### src/rtl/lsu_pkg.sv
// Shared definitions for the RV32I load/store unit: funct3 codes, FSM states
// and the request legality check applied at acceptance.
package lsu_pkg;

  localparam logic [2:0] F3_B  = 3'b000;
  localparam logic [2:0] F3_H  = 3'b001;
  localparam logic [2:0] F3_W  = 3'b010;
  localparam logic [2:0] F3_BU = 3'b100;
  localparam logic [2:0] F3_HU = 3'b101;

  typedef enum logic [2:0] {
    S_IDLE     = 3'd0,
    S_LOAD     = 3'd1,
    S_RMW_READ = 3'd2,
    S_WRITE    = 3'd3,
    S_RESP     = 3'd4
  } state_t;

  // True when the request must be answered with resp_err instead of touching RAM.
  function automatic logic req_error(input logic        we,
                                     input logic [2:0]  funct3,
                                     input logic [31:0] addr,
                                     input logic [31:0] capacity);
    logic illegal;
    logic misaligned;
    logic out_of_range;
    if (we) illegal = !(funct3 inside {F3_B, F3_H, F3_W});
    else    illegal = !(funct3 inside {F3_B, F3_H, F3_W, F3_BU, F3_HU});
    misaligned = 1'b0;
    case (funct3)
      F3_H, F3_HU: misaligned = addr[0];
      F3_W:        misaligned = |addr[1:0];
      default:     misaligned = 1'b0;
    endcase
    out_of_range = {addr[31:2], 2'b00} > (capacity - 32'd4);
    return illegal | misaligned | out_of_range;
  endfunction

endpackage

### src/rtl/load_store_unit_if.sv
// Request/response handshake plus word-aligned RAM port of the load/store unit.
interface load_store_unit_if;
  logic        req_valid;
  logic        req_ready;
  logic        req_we;
  logic [2:0]  req_funct3;
  logic [31:0] req_addr;
  logic [31:0] req_wdata;
  logic        resp_valid;
  logic        resp_ready;
  logic [31:0] resp_rdata;
  logic        resp_err;
  logic [31:0] mem_addr;
  logic [31:0] mem_wdata;
  logic [31:0] mem_rdata;
  logic        mem_we;

  // The unit itself.
  modport slave (
    input  req_valid, req_we, req_funct3, req_addr, req_wdata, resp_ready, mem_rdata,
    output req_ready, resp_valid, resp_rdata, resp_err, mem_addr, mem_wdata, mem_we
  );

  // The core and RAM around it.
  modport master (
    output req_valid, req_we, req_funct3, req_addr, req_wdata, resp_ready, mem_rdata,
    input  req_ready, resp_valid, resp_rdata, resp_err, mem_addr, mem_wdata, mem_we
  );
endinterface

### src/rtl/lsu_lane.sv
// Byte/halfword lane handling: load extraction with extension, and sub-word
// merge of store data into a read word.
module lsu_lane
  import lsu_pkg::*;
(
  input  logic [31:0] word_i,
  input  logic [1:0]  offset_i,
  input  logic [2:0]  funct3_i,
  input  logic [31:0] wdata_i,
  output logic [31:0] load_o,
  output logic [31:0] store_o
);

  logic [7:0]  byte_sel;
  logic [15:0] half_sel;

  assign byte_sel = word_i[{offset_i, 3'b000} +: 8];
  assign half_sel = offset_i[1] ? word_i[31:16] : word_i[15:0];

  // NOTE: every output gets a default before the case so no latch is inferred.
  always_comb begin
    load_o = word_i;
    case (funct3_i)
      F3_B:    load_o = {{24{byte_sel[7]}}, byte_sel};
      F3_H:    load_o = {{16{half_sel[15]}}, half_sel};
      F3_BU:   load_o = {24'd0, byte_sel};
      F3_HU:   load_o = {16'd0, half_sel};
      default: load_o = word_i;
    endcase
  end

  always_comb begin
    store_o = word_i;
    case (funct3_i)
      F3_B:    store_o[{offset_i, 3'b000} +: 8]    = wdata_i[7:0];
      F3_H:    store_o[{offset_i[1], 4'b0000} +: 16] = wdata_i[15:0];
      default: store_o = wdata_i;
    endcase
  end

endmodule

### src/rtl/load_store_unit.sv
// RV32I load/store unit: accepts one request at a time, talks to a RAM with
// combinational read / clocked word write, and returns one response.
module load_store_unit
  import lsu_pkg::*;
#(
  parameter int unsigned MEM_CAPACITY = 4096
) (
  input logic               m_clock,
  input logic               p_reset,
  load_store_unit_if.slave  bus
);

  localparam logic [31:0] CAPACITY = 32'(MEM_CAPACITY);

  state_t      state_q, state_d;
  logic [2:0]  funct3_q, funct3_d;
  logic [1:0]  offset_q, offset_d;
  logic [31:0] wdata_q, wdata_d;
  logic [31:0] mem_addr_q, mem_addr_d;
  logic [31:0] mem_wdata_q, mem_wdata_d;
  logic [31:0] resp_rdata_q, resp_rdata_d;
  logic        resp_err_q, resp_err_d;

  logic [31:0] load_data;
  logic [31:0] store_word;

  lsu_lane u_lane (
    .word_i   (bus.mem_rdata),
    .offset_i (offset_q),
    .funct3_i (funct3_q),
    .wdata_i  (wdata_q),
    .load_o   (load_data),
    .store_o  (store_word)
  );

  always_comb begin
    state_d      = state_q;
    funct3_d     = funct3_q;
    offset_d     = offset_q;
    wdata_d      = wdata_q;
    mem_addr_d   = mem_addr_q;
    mem_wdata_d  = mem_wdata_q;
    resp_rdata_d = resp_rdata_q;
    resp_err_d   = resp_err_q;
    case (state_q)
      S_IDLE: begin
        if (bus.req_valid) begin
          funct3_d     = bus.req_funct3;
          offset_d     = bus.req_addr[1:0];
          wdata_d      = bus.req_wdata;
          mem_addr_d   = {bus.req_addr[31:2], 2'b00};
          resp_rdata_d = '0;
          resp_err_d   = req_error(bus.req_we, bus.req_funct3, bus.req_addr, CAPACITY);
          if (resp_err_d) begin
            state_d = S_RESP;
          end else if (!bus.req_we) begin
            state_d = S_LOAD;
          end else if (bus.req_funct3 == F3_W) begin
            mem_wdata_d = bus.req_wdata;
            state_d     = S_WRITE;
          end else begin
            state_d = S_RMW_READ;
          end
        end
      end
      S_LOAD: begin
        resp_rdata_d = load_data;
        state_d      = S_RESP;
      end
      S_RMW_READ: begin
        mem_wdata_d = store_word;
        state_d     = S_WRITE;
      end
      S_WRITE: state_d = S_RESP;
      S_RESP:  if (bus.resp_ready) state_d = S_IDLE;
      default: state_d = S_IDLE;
    endcase
  end

  // NOTE: sequential state uses non-blocking assignments so all registers
  // update together from pre-edge values.
  always_ff @(posedge m_clock) begin
    if (p_reset) begin
      state_q      <= S_IDLE;
      funct3_q     <= '0;
      offset_q     <= '0;
      wdata_q      <= '0;
      mem_addr_q   <= '0;
      mem_wdata_q  <= '0;
      resp_rdata_q <= '0;
      resp_err_q   <= 1'b0;
    end else begin
      state_q      <= state_d;
      funct3_q     <= funct3_d;
      offset_q     <= offset_d;
      wdata_q      <= wdata_d;
      mem_addr_q   <= mem_addr_d;
      mem_wdata_q  <= mem_wdata_d;
      resp_rdata_q <= resp_rdata_d;
      resp_err_q   <= resp_err_d;
    end
  end

  assign bus.req_ready  = (state_q == S_IDLE);
  assign bus.resp_valid = (state_q == S_RESP);
  assign bus.resp_rdata = resp_rdata_q;
  assign bus.resp_err   = resp_err_q;
  assign bus.mem_addr   = mem_addr_q;
  assign bus.mem_wdata  = mem_wdata_q;
  // Gated by reset so a reset landing in WRITE cannot commit a partial store.
  assign bus.mem_we     = (state_q == S_WRITE) && !p_reset;

endmodule
### src/flat_wrapper.sv
// flat-port wrapper written by rule: the top's interface ports become plain ports
module load_store_unit_flat import lsu_pkg::*;
#(
  parameter int unsigned MEM_CAPACITY = 4096
)
  (m_clock, p_reset, bus_req_valid, bus_req_we, bus_req_funct3, bus_req_addr, bus_req_wdata, bus_resp_ready, bus_mem_rdata, bus_req_ready, bus_resp_valid, bus_resp_rdata, bus_resp_err, bus_mem_addr, bus_mem_wdata, bus_mem_we);
  load_store_unit_if bus_i ();
  input logic m_clock;
  input logic p_reset;
  input wire logic [$bits(bus_i.req_valid)-1:0] bus_req_valid;
  input wire logic [$bits(bus_i.req_we)-1:0] bus_req_we;
  input wire logic [$bits(bus_i.req_funct3)-1:0] bus_req_funct3;
  input wire logic [$bits(bus_i.req_addr)-1:0] bus_req_addr;
  input wire logic [$bits(bus_i.req_wdata)-1:0] bus_req_wdata;
  input wire logic [$bits(bus_i.resp_ready)-1:0] bus_resp_ready;
  input wire logic [$bits(bus_i.mem_rdata)-1:0] bus_mem_rdata;
  output wire logic [$bits(bus_i.req_ready)-1:0] bus_req_ready;
  output wire logic [$bits(bus_i.resp_valid)-1:0] bus_resp_valid;
  output wire logic [$bits(bus_i.resp_rdata)-1:0] bus_resp_rdata;
  output wire logic [$bits(bus_i.resp_err)-1:0] bus_resp_err;
  output wire logic [$bits(bus_i.mem_addr)-1:0] bus_mem_addr;
  output wire logic [$bits(bus_i.mem_wdata)-1:0] bus_mem_wdata;
  output wire logic [$bits(bus_i.mem_we)-1:0] bus_mem_we;
  assign bus_i.req_valid = bus_req_valid;
  assign bus_i.req_we = bus_req_we;
  assign bus_i.req_funct3 = bus_req_funct3;
  assign bus_i.req_addr = bus_req_addr;
  assign bus_i.req_wdata = bus_req_wdata;
  assign bus_i.resp_ready = bus_resp_ready;
  assign bus_i.mem_rdata = bus_mem_rdata;
  assign bus_req_ready = bus_i.req_ready;
  assign bus_resp_valid = bus_i.resp_valid;
  assign bus_resp_rdata = bus_i.resp_rdata;
  assign bus_resp_err = bus_i.resp_err;
  assign bus_mem_addr = bus_i.mem_addr;
  assign bus_mem_wdata = bus_i.mem_wdata;
  assign bus_mem_we = bus_i.mem_we;
  load_store_unit #(.MEM_CAPACITY(MEM_CAPACITY)) u_core (.m_clock(m_clock), .p_reset(p_reset), .bus(bus_i));
endmodule
### config.mk
export PLATFORM = sky130hd
export DESIGN_NAME = load_store_unit_flat
export DESIGN_NICKNAME = d
export VERILOG_FILES = /design/src/rtl/lsu_pkg.sv /design/src/rtl/load_store_unit_if.sv /design/src/rtl/lsu_lane.sv /design/src/rtl/load_store_unit.sv /design/src/flat_wrapper.sv
export SDC_FILE = /design/constraint.sdc
export NUM_CORES = 1
export LEC_CHECK = 0
export ABC_AREA = 1
export BUFFER_PORTS_ARGS = -buffer_cell sky130_fd_sc_hd__buf_2
export CORE_AREA = 4 4 121 123
export CTS_CLUSTER_DIAMETER = 80
export DETAILED_ROUTE_END_ITERATION = 6
export DIE_AREA = 0 0 125 127
export PLACE_DENSITY_LB_ADDON = 0.15
export SYNTH_ARGS = -nofsm -noshare
export SYNTH_HDL_FRONTEND = slang
export SYNTH_SLANG_ARGS = --single-unit
### constraint.sdc
create_clock -name m_clock -period 6.26 [get_ports m_clock]
set_input_delay 1.252 -clock m_clock [delete_from_list [all_inputs] [get_ports m_clock]]
set_output_delay 1.252 -clock m_clock [all_outputs]
set_load 0.1 [all_outputs]
==> results.md <==
* Number of distinct library cells after synthesis at 31
* Crit path cell chain: buf_2 -> nor3_1 -> buf_2
* Mapped cell area at 7620 sq um
* Clk sink count at about 140
* TritonCTS Buffers at 17
* Clk slew on worst S/H paths at roughly 0.060 ns
* Layout Utilization at 0.666
* CP arrival at 2.24 ns
* Antenna cell count at 0
* Gpl congestion at between 0.9 and 1
* Async set-reset flop share out of synthesis at 0
* Worst min-delay path category: flip-flop to flip-flop
* Number of remaining DRC errors at 0
* Fill count at around 1400
* Num rows at 43
* Die Ht at between 100 and 150 um
* Most used routing layer: met2
* Pre-CTS setup slack at between 2 and 3 ns
* DP HPWL at 16200 um
* Crit end category: primary output
* Number of synthesized flops with an enable pin at 0
* Met3 GRT Util at 0.0753
* CP most frequent cell: buf_2
* Hold WS at 0.461 ns
* Yosys top cell area share at 0.355
* CTS tree: yes
* Lkg Pwr at ~4.5 nW
* Worst Path Buf+Inv at 2
* Register area share after synthesis at 0.355
* Critical setup path kind: primary input to primary output
* Cells after DPL at ~1500
* Max rail drop VDD at between 0.2 and 0.25 mV
* Global-route wire length before repair at roughly 38000 um
* Gr usage total at 0.287
* Die area at approximately 16000 sq um
* Yosys reg bits at 135
* Crit-path max FO at 36
* DRT iter0 DRCs at approximately 950
* Most frequent cells after synthesis: 326 x nand2_1, 218 x nor2_1, 135 x dfxtp_1
* Final setup margin at 2.76 ns
* Die width at ~130 um
* CTS H-tree depth at 4
* Cell Count, Final, Fillers Out at roughly 1600
* Mean Syn Cell Area at between 6 and 7 sq um
* CP max stage cell: buf_2
* Largest net degree at the start of global routing at 84
* Drt pass-1 iters at 5
* Unrepaired setup endpoints after global routing: no
* Met1 Usage GRT at 0.356
* Status: complete, no violations
* Area growth from synthesis to layout at 19.4%
* Period minus WS final at between 3 and 4 ns
* Wire per inst at 14.8 um
* Final Hold Violating Endpoints at 0
* IO Port Bufs at around 200
* Slew margin rel. at 0.185
* Slew @ Worst Pin at between 1 and 1.5 ns
* Final Cycle Share at 0.559
* Grt ovf at 0
* Startpoint type of the worst setup path: primary input
* Vias in the first global route at 7728
* Met2 Use GR at 0.475
* Pwr Density at 275 nW/um^2
* Yosys warns at 0
* Fin Clk Skew at about 0.012 ns
* Synth top area cells: dfxtp_1 35%, nand2_1 16%, nor2_1 11%
* CP top delay family: buffers and inverters
* Fin nets at 1494
* Post-CTS setup buffers at 0
* Final wirelength at roughly 23000 um
* Max Slew Vio Count at 0
* Critical Path Max Stage Delay at roughly 0.45 ns
* Via count at between 8000 and 9000
* CTS Hold Bufs at 0
* FF+latch area at approximately 2700 sq um
* Worst Path Required at ~5 ns
* I/O pins at slightly above 200
* Worst skew pair latency at 0.43 ns
* Routed vias/inst at approximately 5.4
* Fmax at 0.286 GHz
* Area of the core at roughly 14000 sq um
* Resize count post-CTS at 0
* Synthesized instance count at roughly 1200
* CTS Buffer Depth at 2
* Top-count cell post-synth: nand2_1
* Ys flop type: dfxtp_1
* Area leader, netlist: dfxtp_1
* Initial antenna violation count at 1
* Initial core utilization at 0.558
* Layout cells sized above 1 at 0.200
* Post-route ant nets at 0
* Root Driver: clkbuf_16
* Fin Setup TNS at 0 ns
* Max-cap check violation count at 0
* Finish-stage setup viols at 0
* Multi-input logic area at between 4000 and 5000 sq um
==> cell type report <==
| cell class | count | share of cell area |
|---|---|---|
| multi-input cells | 935 | 0.463 |
| well taps | 180 | 0.0248 |
| clock buffers | 22 | 0.0510 |
| repair buffers | 210 | 0.118 |
| inverters | 86 | 0.0355 |
| flip-flops and latches | 135 | 0.297 |
| clock inverters | 10 | 0.0106 |
==> logic make-up after synthesis <==
group	Yosys count	share of synthesized area
simple gates	668	0.360
compound gates	260	0.183
buf+inv	170	0.0935
flops	135	0.355
fa+ha+maj	5	0.00821
other cells	1	0.000492
==> worst min-delay path: stages, from the launching register on <==
cell	delay, ns
dfxtp_1	0.30
nand2_1	0.06
a21oi_1	0.05
==> registers in the layout, indices dropped and copies added, names as in the netlist <==
signal / cells
u_core.wdata_q: 32
u_core.bus.resp_rdata: 32
u_core.bus.resp_err: 1
u_core.bus.mem_wdata: 32
u_core.funct3_q: 3
u_core.state_q: 3
u_core.bus.mem_addr: 30
u_core.offset_q: 2
==> metal layers <==
metal / up-vias / routed length [um]
met2: 382 / 10900
li1: 4269 / -
met5: - / 12
met4: 2 / 742
met3: 59 / 2190
met1: 3810 / 9490
==> where the power goes <==
group	internal [mW]	switching [mW]
Combinational	0.143	0.465
Sequential	0.904	0.0362
Clock	0.568	0.386
Total	1.61	0.888
==> layout by cell type (no fill, tap or decap), types with 6 or more instances in the layout <==
cell,n
a21oi_1,113
nand4_1,13
nand3_1,76
inv_2,6
inv_1,80
or2_2,21
clkbuf_16,17
nor2_1,217
nand2_1,326
buf_2,201
buf_4,9
o21ai_0,119
o211ai_1,20
dfxtp_1,135
==> path summary, 6_finish.rpt <==
kind | startpoint | to | slack (ns) | cells past startpoint
worst max-delay path | p_reset | bus_mem_we | 2.76 | 3
worst min-delay path | u_core.bus.resp_rdata[22] | u_core.bus.resp_rdata[22] | 0.46 | 2
worst max register to register | u_core.funct3_q[1] | u_core.bus.mem_wdata[13] | 3.19 | 10
worst min register to register | u_core.bus.resp_rdata[22] | u_core.bus.resp_rdata[22] | 0.46 | 2
==> stage by stage <==
| step | area (sq um) | total power [mW] |
|---|---|---|
| after floorplan | 7630 | 1.42 |
| after global placement | 8540 | 1.55 |
| after detailed placement | 8540 | 1.56 |
| after CTS | 9100 | 2.51 |
| after global routing | 9100 | 2.62 |
| final | 9100 | 2.50 |
(Power assumes the default switching activity.)
